--- src/rtl/pcie_hcmd_nlb_split.sv ---
// Purpose     : split a slot's NLB (0-based, from the per-slot table) into DMA chunks of at most P_CHUNK_BLKS blocks; HCMD_NLB_SPLIT_WB_EN enables remaining-count writeback.
// Latency     : first chunk_valid 3 cycles after the command handshake; at least 2 cycles between chunk handshakes.
// Backpressure: chunk outputs hold while chunk_ready is low; writeback waits in S_WB while wr_rdy_n is high; cmd_ready only when idle.
module pcie_hcmd_nlb_split #(
    parameter int P_SLOT_TAG_WIDTH  = 10,
    parameter int P_DATA_WIDTH      = 19,
    parameter int P_CHUNK_BLKS      = 8,
    parameter int P_CHUNK_LEN_WIDTH = 9
) (
    input  logic                         clk,
    input  logic                         rst_n,
    input  logic                         cmd_valid,
    input  logic [P_SLOT_TAG_WIDTH-1:0]  cmd_slot_tag,
    output logic                         cmd_ready,
    output logic [P_SLOT_TAG_WIDTH-1:0]  rd_addr,
    input  logic [P_DATA_WIDTH-1:0]      rd_data,
    output logic                         wr_en,
    output logic [P_SLOT_TAG_WIDTH-1:0]  wr_addr,
    output logic [P_DATA_WIDTH-1:0]      wr_data,
    input  logic                         wr_rdy_n,
    output logic                         chunk_valid,
    input  logic                         chunk_ready,
    output logic [P_SLOT_TAG_WIDTH-1:0]  chunk_slot_tag,
    output logic [P_CHUNK_LEN_WIDTH-1:0] chunk_len,
    output logic                         chunk_last,
    output logic                         busy
);

    // Remaining count is 1-based, so it needs one extra bit to hold 2^P_DATA_WIDTH.
    localparam int RW = P_DATA_WIDTH + 1;
    localparam logic [RW-1:0]                CHUNK_R = RW'(P_CHUNK_BLKS);
    localparam logic [P_CHUNK_LEN_WIDTH-1:0] CHUNK_L = P_CHUNK_LEN_WIDTH'(P_CHUNK_BLKS);

`ifdef HCMD_NLB_SPLIT_WB_EN
    typedef enum logic [2:0] {S_IDLE, S_RD_WAIT, S_RD_CAP, S_CHUNK, S_WB} state_t;
`else
    typedef enum logic [2:0] {S_IDLE, S_RD_WAIT, S_RD_CAP, S_CHUNK} state_t;
`endif

    state_t                        state;
    logic [P_SLOT_TAG_WIDTH-1:0]   tag_q;
    logic [RW-1:0]                 remaining;
    logic [RW-1:0]                 rem_cap;
    logic [RW-1:0]                 rem_after;

    function automatic logic [P_CHUNK_LEN_WIDTH-1:0] len_of(input logic [RW-1:0] r);
        if (r > CHUNK_R) len_of = CHUNK_L;
        else             len_of = P_CHUNK_LEN_WIDTH'(r);
    endfunction

    function automatic logic last_of(input logic [RW-1:0] r);
        last_of = (r <= CHUNK_R);
    endfunction

    assign rem_cap        = {1'b0, rd_data} + RW'(1);
    assign rem_after      = remaining - RW'(chunk_len);
    assign rd_addr        = tag_q;
    assign chunk_slot_tag = tag_q;
    assign cmd_ready      = (state == S_IDLE);
    assign busy           = (state != S_IDLE);

`ifdef HCMD_NLB_SPLIT_WB_EN
    logic [P_DATA_WIDTH-1:0] wr_data_q;
    // Strobe is gated by state, so it drops the instant reset forces S_IDLE.
    assign wr_en   = (state == S_WB) && !wr_rdy_n;
    assign wr_addr = tag_q;
    assign wr_data = wr_data_q;
`else
    logic unused_wr_rdy_n;
    assign unused_wr_rdy_n = wr_rdy_n;
    assign wr_en   = 1'b0;
    assign wr_addr = '0;
    assign wr_data = '0;
`endif

    // Control FSM: table read, chunk issue, optional writeback of the remaining count.
    always_ff @(posedge clk or negedge rst_n) begin
        if (!rst_n) begin
            state       <= S_IDLE;
            tag_q       <= '0;
            remaining   <= '0;
            chunk_valid <= 1'b0;
            chunk_len   <= '0;
            chunk_last  <= 1'b0;
`ifdef HCMD_NLB_SPLIT_WB_EN
            wr_data_q   <= '0;
`endif
        end else begin
            case (state)
                S_IDLE: begin
                    if (cmd_valid) begin
                        tag_q <= cmd_slot_tag;
                        state <= S_RD_WAIT;
                    end
                end
                S_RD_WAIT: begin
                    state <= S_RD_CAP;
                end
                S_RD_CAP: begin
                    remaining   <= rem_cap;
                    chunk_len   <= len_of(rem_cap);
                    chunk_last  <= last_of(rem_cap);
                    chunk_valid <= 1'b1;
                    state       <= S_CHUNK;
                end
                S_CHUNK: begin
                    if (!chunk_valid) begin
                        // Reload cycle after a non-final handshake with no writeback stage.
                        chunk_len   <= len_of(remaining);
                        chunk_last  <= last_of(remaining);
                        chunk_valid <= 1'b1;
                    end else if (chunk_ready) begin
                        remaining   <= rem_after;
                        chunk_valid <= 1'b0;
                        if (chunk_last) begin
                            chunk_last <= 1'b0;
                            state      <= S_IDLE;
                        end
`ifdef HCMD_NLB_SPLIT_WB_EN
                        else begin
                            wr_data_q <= P_DATA_WIDTH'(rem_after - RW'(1));
                            state     <= S_WB;
                        end
`endif
                    end
                end
`ifdef HCMD_NLB_SPLIT_WB_EN
                S_WB: begin
                    if (!wr_rdy_n) begin
                        chunk_len   <= len_of(remaining);
                        chunk_last  <= last_of(remaining);
                        chunk_valid <= 1'b1;
                        state       <= S_CHUNK;
                    end
                end
`endif
                default: begin
                    state <= S_IDLE;
                end
            endcase
        end
    end

endmodule

--- config.mk ---
export PLATFORM = sky130hd
export DESIGN_NAME = pcie_hcmd_nlb_split
export DESIGN_NICKNAME = d
export VERILOG_FILES = /design/src/rtl/pcie_hcmd_nlb_split.sv
export SDC_FILE = /design/constraint.sdc
export NUM_CORES = 1
export LEC_CHECK = 0
export ABC_CLOCK_PERIOD_IN_PS = 3080
export CORE_UTILIZATION = 23
export DETAILED_ROUTE_END_ITERATION = 8
export GPL_ROUTABILITY_DRIVEN = 0
export PLACE_DENSITY_LB_ADDON = 0.25
export SYNTH_ARGS = -nofsm -noshare
export SYNTH_HDL_FRONTEND = slang
export SYNTH_SLANG_ARGS = --single-unit
--- constraint.sdc ---
create_clock -name clk -period 3.08 [get_ports clk]
set_clock_uncertainty 0.2 [all_clocks]
set_input_delay 0.308 -clock clk [delete_from_list [all_inputs] [get_ports clk]]
set_output_delay 0.308 -clock clk [all_outputs]
set_load 0.005 [all_outputs]
==> results of run 1 <==
Yosys cell counts (3+ instances only):
cell type	number
sky130_fd_sc_hd__o21ai_1	10
sky130_fd_sc_hd__nand2_1	27
sky130_fd_sc_hd__a31oi_1	3
sky130_fd_sc_hd__clkbuf_1	14
sky130_fd_sc_hd__mux2i_1	6
sky130_fd_sc_hd__nor2b_1	4
sky130_fd_sc_hd__inv_1	22
sky130_fd_sc_hd__a22oi_1	4
sky130_fd_sc_hd__o22ai_1	3
sky130_fd_sc_hd__o21ai_0	8
sky130_fd_sc_hd__o211ai_1	3
sky130_fd_sc_hd__and3_1	4
sky130_fd_sc_hd__nand4_1	12
sky130_fd_sc_hd__or3_1	3
sky130_fd_sc_hd__nand3_1	12
sky130_fd_sc_hd__and2_1	6
sky130_fd_sc_hd__nor2_1	43
sky130_fd_sc_hd__xnor2_1	14
sky130_fd_sc_hd__mux2_2	10
sky130_fd_sc_hd__buf_4	40
sky130_fd_sc_hd__nor3_1	13
sky130_fd_sc_hd__nand2b_1	5
sky130_fd_sc_hd__xor2_1	13
sky130_fd_sc_hd__nor4_1	3
sky130_fd_sc_hd__dfrtp_1	43
sky130_fd_sc_hd__a211oi_1	6
sky130_fd_sc_hd__a21oi_1	18
sky130_fd_sc_hd__a21boi_1	4
sky130_fd_sc_hd__a311oi_1	3
sky130_fd_sc_hd__ha_1	13
sky130_fd_sc_hd__and4_1	3
area by class of cell:
| cell class | count | share of cell area [%] |
|---|---|---|
| Tap cell | 184 | 5.316 |
| Sequential cell | 43 | 24.85 |
| Inverter | 23 | 1.994 |
| Clock buffer | 6 | 2.976 |
| Timing Repair Buffer | 78 | 17.16 |
| Clock inverter | 2 | 1.387 |
| Multi-Input combinational cell | 315 | 46.32 |
registers in the layout (all words and copies together) (netlist names):
signal	flops
chunk_last	1
chunk_slot_tag	10
chunk_valid	1
remaining	20
chunk_len	9
state	2
metrics by stage:
stage | instance area [sq um] | total power (uW) | setup WS, ns | hold slack (ns) | utilization [%]
2_1_floorplan | 3528 | 2374 | 0.6288 | -0.1876 | -
3_3_place_gp | 4141 | 3044 | 0.2349 | 0.2759 | 28.50
3_5_place_dp | 4141 | 3073 | 0.1938 | 0.2830 | 28.50
4_1_cts | 4330 | 3777 | 0.2975 | 0.03456 | 29.80
5_1_grt | 4330 | 4089 | 0.1440 | 0.08039 | 29.80
6_report | 4330 | 3738 | 0.3075 | -0.01144 | 29.80
final timing paths:
path / startpoint / end / slack (ns)
setup / recovery: remaining[0] / remaining[14] / 0.31
hold / removal: rst_n / chunk_len[4] / -0.01
setup reg to reg: remaining[0] / remaining[14] / 0.31
hold reg to reg: remaining[15] / remaining[15] / 0.30
max in group asynchronous: rst_n / state[1] / 2.08
min in group clk: remaining[15] / remaining[15] / 0.30
cell families (layout without fill, tap and decap cells):
logic type,after synthesis,in the layout
AND/OR/NAND/NOR,147,147
AO/OA/AOI/OAI,81,81
buffers and inverters,79,109
flip-flops,43,43
XOR/XNOR,27,27
multiplexers,16,16
adder cells (fa/ha/maj),14,14
other,1,30
routing by layer:
metal / wire length (um) / up-vias / GRT usage (%)
met5: 0 / - / 0
met4: 150 / 0 / 3.943
met3: 581 / 9 / 2.060
met2: 3665 / 110 / 18.40
met1: 4215 / 1383 / 16.08
li1: - / 1471 / -
worst max-delay path: cells and delay by family (launching register included):
kind	cells	cell delay, ns
simple gates	2	0.47
compound gates	5	1.11
fa+ha+maj	2	0.42
buf+inv	1	0.08
flops	1	0.40
power groups by stage:
stage               combinational (uW)  clock (uW)  sequential [uW]
finish                            2010         681             1050
global route                      2280         719             1090
CTS                               2030         701             1050
detailed placement                2020           0             1060
global placement                  2000           0             1050
floorplan                         1370           0             1010
==> impl_metrics.csv, run 1 <==
group,metric,value,unit
sta,finalSetupTns,0,ns
power,power.sequential.fraction,28.0,%
power,power.switching,1446,uW
logic_synthesis,share_of_the_synthesized_netlist_area_taken_by_xor_and_xnor_gates,6.915,%
global_routing,number_of_antenna_violations_at_the_first_check_in_global_routing,0,
cts,cts-resized-gates,0,
global_routing,grt_max_degree,44,
logic_synthesis,synth_edf_count,0,
floorplanning,core,0.01453,sq mm
global_routing,grt_pass1_vias,2842,
sta,rsz0062_at_grt,"false",
logic_synthesis,yosys_most_used_dff,"sky130_fd_sc_hd__dfrtp_1",
worst_setup_path,ordered_cell_list_for_the_critical_path,"inv_1 > ha_1 > fa_1 > nor2b_1 > o21ai_1 > a21boi_1 > o211ai_1 > nor2b_1 > a211oi_1 > a311oi_1",
cts,holdBufCountCts,0,
global_routing,grt_remaining_overflow,0,
layout,fillerInstances,1578,
layout,most_common_library_cell_in_the_layout_ignoring_fill_and_taps,"sky130_fd_sc_hd__clkdlybuf4s50_1",
cts,path_clk_slew,0.06,ns
worst_setup_path,timing.reg2reg.worst_path_depth,10,
floorplanning,count_of_pins_on_the_block_boundary,97,
floorplanning,fp.dieW,123.9,um
logic_synthesis,synth_sequential_area_ratio,31.47,%
logic_synthesis,mappedNetlistArea,0.003420,sq mm
logic_synthesis,netlist.area_leader.share,31.47,%
logic_synthesis,synth_simple_gate_area_share,22.25,%
detailed_routing,ant_nets,0,
min_path,worst_hold_path_type,"in2async",
detailed_routing,routedWlPerCell,13.23,um
cts,root_buffer,"sky130_fd_sc_hd__clkbuf_16",
cts,clock-sinks,43,
cts,htree_levels,2,
layout,nNetsFinal,514,
logic_synthesis,synth_cells,408,
logic_synthesis,avg_synthesized_cell_area,8.381,sq um
sta,timing.fmax,360.7,MHz
detailed_routing,drc,0,
cts,tritoncts,"yes",
global_routing,grt_util_all_layers,11.70,%
global_routing,global_route_wire_length_before_repair,14.05,mm
detailed_routing,drt_pre_antenna_iters,4,
logic_synthesis,synth.yosys.warnings,0,
logic_synthesis,synth_adder_area_share,5.342,%
run,max-cap-violations,0,
cts,cts-buffers-inserted,5,
layout,final_layout_size_suffix_gt1_share,9.636,%
run_status,violations,"negative hold slack",
sta,timing.final.crit_period,2.773,ns
run_status,run_status,"finished with violations",
logic_synthesis,synth-compound-area-share,15.81,%
worst_setup_path,timing_worst_setup_path_type,"reg2reg",
sta,fin_hold_ws,-0.01144,ns
logic_synthesis,netlist_top_cells_area,"sky130_fd_sc_hd__dfrtp_1, sky130_fd_sc_hd__buf_4, sky130_fd_sc_hd__ha_1",
power,powerDensity,863.1,mW/mm^2
layout,areaGrowthSynthToFinish,26.64,%
floorplanning,starting_utilization_of_the_core_area,23.53,%
logic_synthesis,synthMuxAreaShare,5.049,%
worst_setup_path,timing.critical_path.from_type,"flop",
power,clock_power_share,18.2,%
sta,worst_slew_margin_rel,34.12,%
worst_setup_path,critPathCaptureType,"flop",
floorplanning,dieArea,0.01536,sq mm
detailed_routing,routed-via-count,2973,
cts,postCtsSetupBuffers,0,
power,p_leak,0.001758,uW
logic_synthesis,synth_top_family_by_area,"simple AND/OR/NAND/NOR gates",
layout,multi_input_area,0.002006,sq mm
worst_setup_path,worstPathMaxFanout,5,
logic_synthesis,synth_async_sr_flop_share,100.0,%
power,internal_power,2291,uW
placed_design,hpwlAfterDp,6.758,mm
floorplanning,dieHeight,123.9,um
sta,final-hold-violation-count,21,
layout,antenna_cells,0,
floorplanning,row_count,44,
placed_design,place_inst,643,
power,comb_power_share,53.8,%
worst_setup_path,max_stage_delay,0.48,ns
detailed_routing,drt_iter0_drc,148,
worst_setup_path,slowest_stage,"sky130_fd_sc_hd__o211ai_1",
sta,slew_viol_final,0,
logic_synthesis,synth_cell_types,56,
layout,finish.cell_count_without_fillers,651,
worst_setup_path,required,3.07,ns
cts,cts.path.max_buffers,2,
cts,clock_latency_reported_for_the_late_side_of_the_worst_skew_pair,0.28,ns
detailed_routing,avgViaCountPerCell,4.567,
power,ir_drop,0.0002460,V
logic_synthesis,yosysTopAreaCell,"sky130_fd_sc_hd__dfrtp_1",
layout,layout.area.seq,0.001076,sq mm
detailed_routing,drt_wl_total,8.612,mm
power,switching_share,38.69,%
sta,total_of_endpoints_with_negative_setup_slack_in_the_final_report,0,
sta,fin_crit_sh,90.02,%
placed_design,buffer_ports.inserted,65,
worst_setup_path,crit_top_cell,"sky130_fd_sc_hd__nor2b_1",
sta,timing_worst_slew_pin_value,0.9882,ns
logic_synthesis,synth.ff_latch_count,43,
layout,most-common-layout-cells,"sky130_fd_sc_hd__clkdlybuf4s50_1, sky130_fd_sc_hd__nor2_1, sky130_fd_sc_hd__dfrtp_1",
worst_setup_path,worstPathArrival,2.76,ns
(Power assumes the default switching activity.)
==> run 2, diff against run 1 <==
--- a/config.mk
+++ b/config.mk
@@ -6,8 +6,10 @@
 export NUM_CORES = 1
 export LEC_CHECK = 0
 export ABC_CLOCK_PERIOD_IN_PS = 3080
+export CAP_MARGIN = 20
 export CORE_UTILIZATION = 23
 export DETAILED_ROUTE_END_ITERATION = 8
+export DONT_BUFFER_PORTS = 1
 export GPL_ROUTABILITY_DRIVEN = 0
 export PLACE_DENSITY_LB_ADDON = 0.25
 export SYNTH_ARGS = -nofsm -noshare
==> impl_metrics.csv, run 2 (synthesis gave the netlist of run 1 again) <==
group,metric,value,unit
detailed_routing,avgViaCountPerCell,4.587,
layout,final_layout_size_suffix_gt1_share,10.02,%
worst_setup_path,timing.reg2reg.worst_path_depth,9,
floorplanning,core,0.01453,sq mm
worst_setup_path,critPathCaptureType,"flop",
detailed_routing,routedWlPerCell,14.05,um
layout,areaGrowthSynthToFinish,9.367,%
floorplanning,starting_utilization_of_the_core_area,23.53,%
cts,clock-sinks,43,
global_routing,global_route_wire_length_before_repair,13.34,mm
cts,htree_levels,2,
power,ir_drop,0.0003055,V
cts,path_clk_slew,0.06,ns
floorplanning,fp.dieW,123.9,um
detailed_routing,drc,0,
power,powerDensity,851.6,mW/mm^2
layout,flip_flop_count_of_the_largest_register_after_layout,20,
layout,antenna_cells,0,
layout,most-common-layout-cells,"sky130_fd_sc_hd__nor2_1, sky130_fd_sc_hd__dfrtp_1, sky130_fd_sc_hd__conb_1",
min_path,hold_path_endpoint,"remaining[0]",
run_status,run_status,"completed",
sta,finalSetupTns,0,ns
global_routing,grt_max_degree,44,
floorplanning,dieHeight,123.9,um
worst_setup_path,crit-reg2reg-capture,"remaining[12]",
floorplanning,count_of_pins_on_the_block_boundary,97,
worst_setup_path,worstPathMaxFanout,5,
worst_setup_path,timing.critical_path.from_type,"flop",
floorplanning,row_count,44,
power,internal_power,1808,uW
detailed_routing,ant_nets,0,
sta,final-hold-violation-count,0,
cts,cts.path.max_buffers,2,
worst_setup_path,crit-reg2reg-launch,"chunk_len[0]",
detailed_routing,drt_iter0_drc,130,
global_routing,number_of_antenna_violations_at_the_first_check_in_global_routing,0,
placed_design,hpwlAfterDp,6.412,mm
layout,nNetsFinal,456,
worst_setup_path,timing_worst_setup_path_type,"reg2reg",
detailed_routing,drt_pre_antenna_iters,5,
worst_setup_path,required,3.04,ns
detailed_routing,routed-via-count,2720,
sta,slew_viol_final,0,
power,power.switching,1377,uW
sta,total_of_endpoints_with_negative_setup_slack_in_the_final_report,0,
sta,worst_slew_margin_rel,47.98,%
cts,clock_latency_reported_for_the_late_side_of_the_worst_skew_pair,0.28,ns
power,p_leak,0.001520,uW
power,clock_power_share,15.8,%
sta,fin_crit_sh,88.89,%
layout,regMostFlops,"remaining",
min_path,worst_hold_path_type,"in2reg",
global_routing,grt_util_all_layers,11.27,%
power,power.sequential.fraction,33.9,%
worst_setup_path,worstPathArrival,2.70,ns
min_path,holdCritStartpoint,"rd_data[0]",
run,max-cap-violations,0,
cts,cts-buffers-inserted,5,
sta,timing.fmax,365.2,MHz
sta,timing_worst_slew_pin_value,0.7774,ns
power,comb_power_share,50.3,%
worst_setup_path,ff2ff_setup_slack,0.34,ns
min_path,holdPathStages,3,
sta,fin_hold_ws,0.04144,ns
cts,root_buffer,"sky130_fd_sc_hd__clkbuf_16",
worst_setup_path,cp-startpoint,"chunk_len[0]",
sta,timing.final.crit_period,2.738,ns
power,switching_share,43.23,%
cts,tritoncts,"yes",
sta,rsz0062_at_grt,"false",
placed_design,buffer_ports.inserted,0,
global_routing,grt_pass1_vias,2587,
floorplanning,dieArea,0.01536,sq mm
detailed_routing,drt_wl_total,8.333,mm
global_routing,grt_remaining_overflow,0,
-- run 2: area by class of cell --
cell class | instances | area (sq um)
Tap cell | 184 | 230.2
Clock buffer | 6 | 128.9
Multi-Input combinational cell | 315 | 2008
Fill cell | 1580 | 10790
Inverter | 23 | 86.33
Sequential cell | 43 | 1076
Timing Repair Buffer | 20 | 197.7
Clock inverter | 2 | 12.51
-- run 2: per-stage QoR --
| step | std cells | utilization (%) | total power (uW) | setup WS [ns] | area [sq um] |
|---|---|---|---|---|---|
| 2_1_floorplan | 437 | - | 2374 | 0.6288 | 3528 |
| 3_3_place_gp | 573 | 23.79 | 2628 | 0.3586 | 3458 |
| 3_5_place_dp | 573 | 23.79 | 2660 | 0.3238 | 3458 |
| 4_1_cts | 593 | 25.71 | 3212 | 0.2732 | 3737 |
| 5_1_grt | 593 | 25.73 | 3507 | 0.09391 | 3740 |
| 6_report | 593 | 25.73 | 3185 | 0.3421 | 3740 |
-- run 2: worst max-delay path by stage --
stage,to,cells after the start
final,remaining[12],9
after floorplan,remaining[12],9
after CTS,remaining[14],10
after global routing,remaining[14],10
after global placement,remaining[12],9
after detailed placement,remaining[14],10
-- run 2: power by group through the flow --
stage	clock [uW]	sequential, uW	combinational (uW)
floorplan	0	1010	1370
global placement	0	1080	1550
detailed placement	0	1090	1570
CTS	525	1080	1610
global route	550	1140	1820
finish	503	1080	1600
-- run 2: per-layer routing --
layer | vias up | global-route usage (%) | wire (um)
li1 | 1363 | - | -
met1 | 1243 | 16.28 | 4269
met2 | 112 | 16.94 | 3340
met3 | 2 | 2.839 | 692
met4 | 0 | 1.935 | 31
met5 | - | 0 | 0
-- run 2: worst max-delay path, cell delays in order, from the launching register on --
cell and delay (ns):
sky130_fd_sc_hd__dfrtp_1 0.42, sky130_fd_sc_hd__ha_1 0.25, sky130_fd_sc_hd__fa_1 0.42, sky130_fd_sc_hd__nor2b_1 0.14, sky130_fd_sc_hd__o21ai_1 0.09, sky130_fd_sc_hd__a21boi_1 0.22, sky130_fd_sc_hd__o211ai_1 0.26, sky130_fd_sc_hd__nor2b_2 0.27
sky130_fd_sc_hd__o22a_1 0.18, sky130_fd_sc_hd__o21a_1 0.17
-- run 2: what timing repair did --
action | 4_1_cts | 5_1_grt
buffers inserted | 0 | 0
setup endpoints to repair | 0 | 1
resized for setup | 0 | 1
hold endpoints to repair | 53 | 0
hold buffers | 12 | 0
